==> src/rtl/count_threshold_monitor.sv <==
// Watches a selected up/down counter value and queues wrap and threshold-crossing events
// into a show-ahead FIFO, alongside a registered above-threshold flag and a running peak.
module count_threshold_monitor #(
    parameter int unsigned DEPTH = 4
) (
    input  logic                     clk,
    input  logic                     rst_n,
    input  logic [7:0]               din,
    input  logic [1:0]               sel,
    input  logic [7:0]               thr,
    output logic                     evt_valid,
    input  logic                     evt_ready,
    output logic [11:0]              evt_data,
    output logic [$clog2(DEPTH):0]   evt_level,
    output logic                     above,
    output logic [7:0]               max_val,
    output logic                     overflow,
    input  logic                     clr_ovf
);

    localparam int unsigned AW = $clog2(DEPTH);
    localparam logic [AW:0] FullLevel = (AW + 1)'(DEPTH);

    localparam logic [1:0] EvRise   = 2'b00;
    localparam logic [1:0] EvFall   = 2'b01;
    localparam logic [1:0] EvWrapUp = 2'b10;
    localparam logic [1:0] EvWrapDn = 2'b11;

    // ------------------------------------------------------------------
    // Baseline tracking
    // ------------------------------------------------------------------
    logic [7:0] prev_val_q;
    logic [1:0] prev_sel_q;
    logic       sampled_q;
    logic       sel_same;
    logic       base_ok;

    assign sel_same = (sel == prev_sel_q);
    // A valid baseline needs a prior sample taken with the same counter selected.
    assign base_ok  = sampled_q && sel_same;

    always_ff @(posedge clk or negedge rst_n) begin
        if (!rst_n) begin
            prev_val_q <= '0;
            prev_sel_q <= '0;
            sampled_q  <= 1'b0;
        end else begin
            prev_val_q <= din;
            prev_sel_q <= sel;
            sampled_q  <= 1'b1;
        end
    end

    // ------------------------------------------------------------------
    // Event detection
    // ------------------------------------------------------------------
    logic [7:0] max_code;
    logic       evt_hit;
    logic [1:0] evt_type;

    always_comb begin
        max_code = 8'd255;
        unique case (sel)
            2'b00: max_code = 8'd31;
            2'b01: max_code = 8'd63;
            2'b10: max_code = 8'd127;
            2'b11: max_code = 8'd255;
            default: max_code = 8'd255;
        endcase
    end

    always_comb begin
        evt_hit  = 1'b0;
        evt_type = EvRise;
        if (base_ok) begin
            if (prev_val_q == max_code && din == 8'd0) begin
                evt_hit  = 1'b1;
                evt_type = EvWrapUp;
            end else if (prev_val_q == 8'd0 && din == max_code) begin
                evt_hit  = 1'b1;
                evt_type = EvWrapDn;
            end else if (prev_val_q < thr && din >= thr) begin
                evt_hit  = 1'b1;
                evt_type = EvRise;
            end else if (prev_val_q >= thr && din < thr) begin
                evt_hit  = 1'b1;
                evt_type = EvFall;
            end
        end
    end

    // ------------------------------------------------------------------
    // Event FIFO
    // ------------------------------------------------------------------
    logic [11:0]   mem_q [DEPTH];
    logic [AW-1:0] wr_ptr_q;
    logic [AW-1:0] rd_ptr_q;
    logic [AW:0]   level_q;
    logic [AW:0]   level_d;
    logic          fifo_full;
    logic          pop;
    logic          push;
    logic          drop;

    assign fifo_full = (level_q == FullLevel);
    assign evt_valid = (level_q != '0);
    assign pop       = evt_valid && evt_ready;
    // A full FIFO still accepts a push when the head leaves in the same cycle.
    assign drop      = evt_hit && fifo_full && !pop;
    assign push      = evt_hit && !drop;

    always_comb begin
        level_d = level_q;
        unique case ({push, pop})
            2'b10:   level_d = level_q + 1'b1;
            2'b01:   level_d = level_q - 1'b1;
            default: level_d = level_q;
        endcase
    end

    always_ff @(posedge clk or negedge rst_n) begin
        if (!rst_n) begin
            wr_ptr_q <= '0;
            rd_ptr_q <= '0;
            level_q  <= '0;
        end else begin
            level_q <= level_d;
            if (push) begin
                wr_ptr_q <= wr_ptr_q + 1'b1;
            end
            if (pop) begin
                rd_ptr_q <= rd_ptr_q + 1'b1;
            end
        end
    end

    always_ff @(posedge clk) begin
        if (push) begin
            mem_q[wr_ptr_q] <= {evt_type, sel, din};
        end
    end

    // Storage is not reset, so the head is masked while the FIFO is empty.
    assign evt_data  = evt_valid ? mem_q[rd_ptr_q] : 12'h000;
    assign evt_level = level_q;

    // ------------------------------------------------------------------
    // Status: above flag, peak value, sticky overflow
    // ------------------------------------------------------------------
    logic       above_q;
    logic [7:0] max_q;
    logic [7:0] max_d;
    logic       ovf_q;
    logic       ovf_d;

    always_comb begin
        max_d = max_q;
        if (!sel_same) begin
            max_d = din;
        end else if (din > max_q) begin
            max_d = din;
        end
    end

    always_comb begin
        ovf_d = ovf_q;
        if (drop) begin
            ovf_d = 1'b1;
        end else if (clr_ovf) begin
            ovf_d = 1'b0;
        end
    end

    always_ff @(posedge clk or negedge rst_n) begin
        if (!rst_n) begin
            above_q <= 1'b0;
            max_q   <= '0;
            ovf_q   <= 1'b0;
        end else begin
            above_q <= (din >= thr);
            max_q   <= max_d;
            ovf_q   <= ovf_d;
        end
    end

    assign above    = above_q;
    assign max_val  = max_q;
    assign overflow = ovf_q;

endmodule

==> config.mk <==
export PLATFORM = sky130hd
export DESIGN_NAME = count_threshold_monitor
export DESIGN_NICKNAME = d
export VERILOG_FILES = /design/src/rtl/count_threshold_monitor.sv
export SDC_FILE = /design/constraint.sdc
export NUM_CORES = 1
export LEC_CHECK = 0
export CORE_MARGIN = 5
export CORE_UTILIZATION = 25
export DETAILED_ROUTE_END_ITERATION = 6
export GPL_ROUTABILITY_DRIVEN = 0
export PLACE_DENSITY_LB_ADDON = 0.05
export SETUP_SLACK_MARGIN = 0.4
export SYNTH_ARGS = -nofsm -noshare
export SYNTH_HDL_FRONTEND = slang
export SYNTH_SLANG_ARGS = --single-unit
export TNS_END_PERCENT = 30
==> constraint.sdc <==
create_clock -name clk -period 3.2 [get_ports clk]
set_input_delay 0.96 -clock clk [delete_from_list [all_inputs] [get_ports clk]]
set_output_delay 0.96 -clock clk [all_outputs]
set_load 0.01 [all_outputs]
==> run_results.csv <==
group,metric,value,unit
logic_synthesis,synth-compound-area-share,7.49,%
cts,clk_pin_slew,0.06,ns
placement,dpl-instance-area,4940,um^2
global_route,grt_pass1_vias,2895,
hold_path,holdPathEnd,"max_val[1]",
cts,cts-hold-fix-buffers,0,
sta,setup_viol,32,
logic_synthesis,synth-simple-area-share,11.7,%
global_route,grt_pass1_wl,16900,um
critical_path,regToRegSetupSlack,0.22,ns
critical_path,cp-end-kind,"register",
cts,cts_root_buf,"clkbuf_16",
logic_synthesis,synthFlopType,"edfxtp_1",
global_route,antenna_found_initial,0,
cts,worstSkewPairLatency,0.34,ns
logic_synthesis,ys_types,49,
power,peakVddDrop,194,uV
sta,rsz0062_at_grt,"true",
critical_path,r2r_start,"prev_val_q[1]",
die,fp.coreArea,15100,um^2
cts,cts.path.max_buffers,2,
route,route.detailed.drc,0,
hold_path,worstHoldStart,"max_val[1]",
die,ios,48,
final_layout,antennaDiodeCount,0,
power,finalPower,3.36,mW
critical_path,startpoint_type,"input port",
route,avgRoutedWirePerCell,17.6,um
critical_path,worstSetupPathType,"input port to register",
placement,place.detailed.hpwl,7250,um
logic_synthesis,synth-xor-area-share,1.60,%
logic_synthesis,synth_edf_count,48,
logic_synthesis,avgSynthCellArea,13.4,um^2
route,routed_wl,10300,um
sta,hold_viol,0,
sta,fmax,0.310,GHz
route,drtIter0Drc,152,
die,start_util,25.4,%
job,cap_violations,0,
critical_path,worstPathRequired,3.25,ns
logic_synthesis,synth-seq-cells,76,
die,die_y,134,um
logic_synthesis,async_reset_ff_share,36.8,%
power,pwr-share-clk,27.3,%
power,p_switching,1.07,mW
cts,cts_buffers,9,
power,p_int,2.30,mW
die,die_w,134,um
route,dr.pass1.iters,4,
status,status,"finished with violations",
final_layout,layout_common_cells,"edfxtp_1 (48), buf_4 (46), dfrtp_1 (27), buf_2 (18)",
critical_path,r2r-end,"mem_q[3][9]",
logic_synthesis,postSynthCellCount,286,
final_layout,drive_gt1_share,44.4,%
cts,cts_max_level,3,
logic_synthesis,yosys-top-cells-area,"edfxtp_1 (38%), dfrtp_1 (18%), ha_1 (9.1%)",
status,violations,"negative setup slack",
hold_path,holdPathStages,1,
logic_synthesis,yosysWarnings,0,
power,seqPwrFrac,35.6,%
sta,finalClockSkew,0.00660,ns
global_route,grt.total_usage,12.6,%
sta,fin_crit,3.23,ns
logic_synthesis,synth_top_family_by_area,"simple AND/OR/NAND/NOR gates",
placement,io_buffers,47,
sta,drv_slew,0,
global_route,grt-ovfl-total,0,
critical_path,worstRegToRegCells,13,
power,p_leak,2.16,nW
logic_synthesis,netlist_area,3840,um^2
sta,fin_crit_sh,101,%
power,power.density,607,nW/um^2
sta,finalSetupTns,-0.411,ns
final_layout,area_growth,44.1,%
final_layout,nets,446,
logic_synthesis,yosys.area.top_type,"edfxtp_1",
die,placementRows,45,
hold_path,hold_path.class,"register to register",
logic_synthesis,synth.top_cell.area_share,37.5,%
die,die_area,18000,um^2
logic_synthesis,synthMuxAreaShare,9.93,%
cts,cts_tree,"yes",
logic_synthesis,synth_nets,337,
power,power_frac_comb,37.1,%
route,viasPerCell,4.50,
critical_path,crit_arrival,3.28,ns
sta,fin_ws,-0.0253,ns
cts,cts_sinks,76,
sta,timing.hold.ws,0.541,ns
route,ant_nets,0,
final_layout,final_common_cell,"edfxtp_1",
global_route,grt_max_degree,29,
power,p_sw_share,31.7,%
route,num_vias,2642,
logic_synthesis,ys_seq_area_share,55.7,%
critical_path,cp_max_fo,6,
final_layout,design_area,5540,um^2
logic_synthesis,synth_fa_ha_area_share,9.64,%
final_layout,finalCoreUtilization,36.6,%
[Yosys cell counts (5+ instances only)]
cell      number
a21oi_1       12
and2_1        17
clkbuf_1       5
dfrtp_1       28
edfxtp_1      48
ha_1          28
inv_1         24
mux2_2         8
mux4_2        12
nand2_1        5
nand3_1        7
nand4_1        8
nor2_1        15
nor2b_1        5
o21ai_0        6
xnor2_1        5
[power groups by stage]
stage | clock network, mW | registers [mW] | logic (mW)
2_1_floorplan | 0 | 1.21 | 0.683
3_3_place_gp | 0 | 1.21 | 1.28
3_5_place_dp | 0 | 1.21 | 1.28
4_1_cts | 0.944 | 1.20 | 1.31
5_1_grt | 0.994 | 1.21 | 1.40
6_report | 0.917 | 1.20 | 1.25
[cell families after synthesis]
family                     Yosys count
adders and majority gates           29
AOI/OAI and AO/OA                   40
xor gates and xnor gates             7
muxes                               22
buffers and inverters               33
DFF                                 76
other                                1
and+or+nand+nor                     78
[critical path, cell delays in order]
cell and delay (ns):
buf_8 0.11, inv_12 0.05, ha_4 0.18, nor2b_4 0.12, o211ai_2 0.14, a21oi_2 0.08
or4_4 0.51, o211a_4 0.16, or2_4 0.25, buf_6 0.12, a21oi_4 0.13, buf_6 0.11
and2_4 0.15, buf_6 0.10, buf_12 0.11
[metal layers]
metal	part of all wire (%)	wire length [um]	vias to the layer above	track usage (%)
li1	-	-	1286	-
met1	47	4840	1290	16.7
met2	48	4940	54	20.3
met3	3.7	386	12	2.48
met4	1.6	167	0	4.80
met5	0	0	-	0
[worst max-delay path by stage]
stage          slack, ns  startpoint            to
3_5_place_dp       -0.98      thr[1]  evt_level[1]
3_3_place_gp       -0.96      thr[1]  evt_level[1]
5_1_grt            -0.13      thr[1]   mem_q[3][6]
6_report           -0.03      thr[1]   mem_q[3][9]
4_1_cts            -0.04      din[1]   mem_q[3][9]
2_1_floorplan      -0.34      thr[1]  evt_level[1]
[timing repair]
action	in CTS	in global routing
resized for setup	150	19
setup buffers	13	0
pin swaps	29	6
cloned	4	0
setup endpoints to repair	79	70
[flip-flops by register name (all words and copies together) (netlist names)]
| name | count |
|---|---|
| above | 1 |
| prev_sel_q | 2 |
| rd_ptr_q | 2 |
| sampled_q | 1 |
| prev_val_q | 8 |
| wr_ptr_q | 2 |
| evt_level | 3 |
| max_val | 8 |
| mem_q | 48 |
| overflow | 1 |
[through the flow]
step | setup slack [ns] | instances
2_1_floorplan | -0.335 | 286
3_3_place_gp | -0.959 | 555
3_5_place_dp | -0.979 | 555
4_1_cts | -0.0359 | 587
5_1_grt | -0.128 | 587
6_report | -0.0253 | 587
[layout make-up]
type	instances	area, um^2
fill	1486	9610
sequential	76	2140
multi-input combinational	179	1890
timing repair buffer	105	902
tap	188	235
clock buffer	10	229
inverter	24	110
clock inverter	5	30.0
No activity file was read; power rests on OpenSTA's default activity.
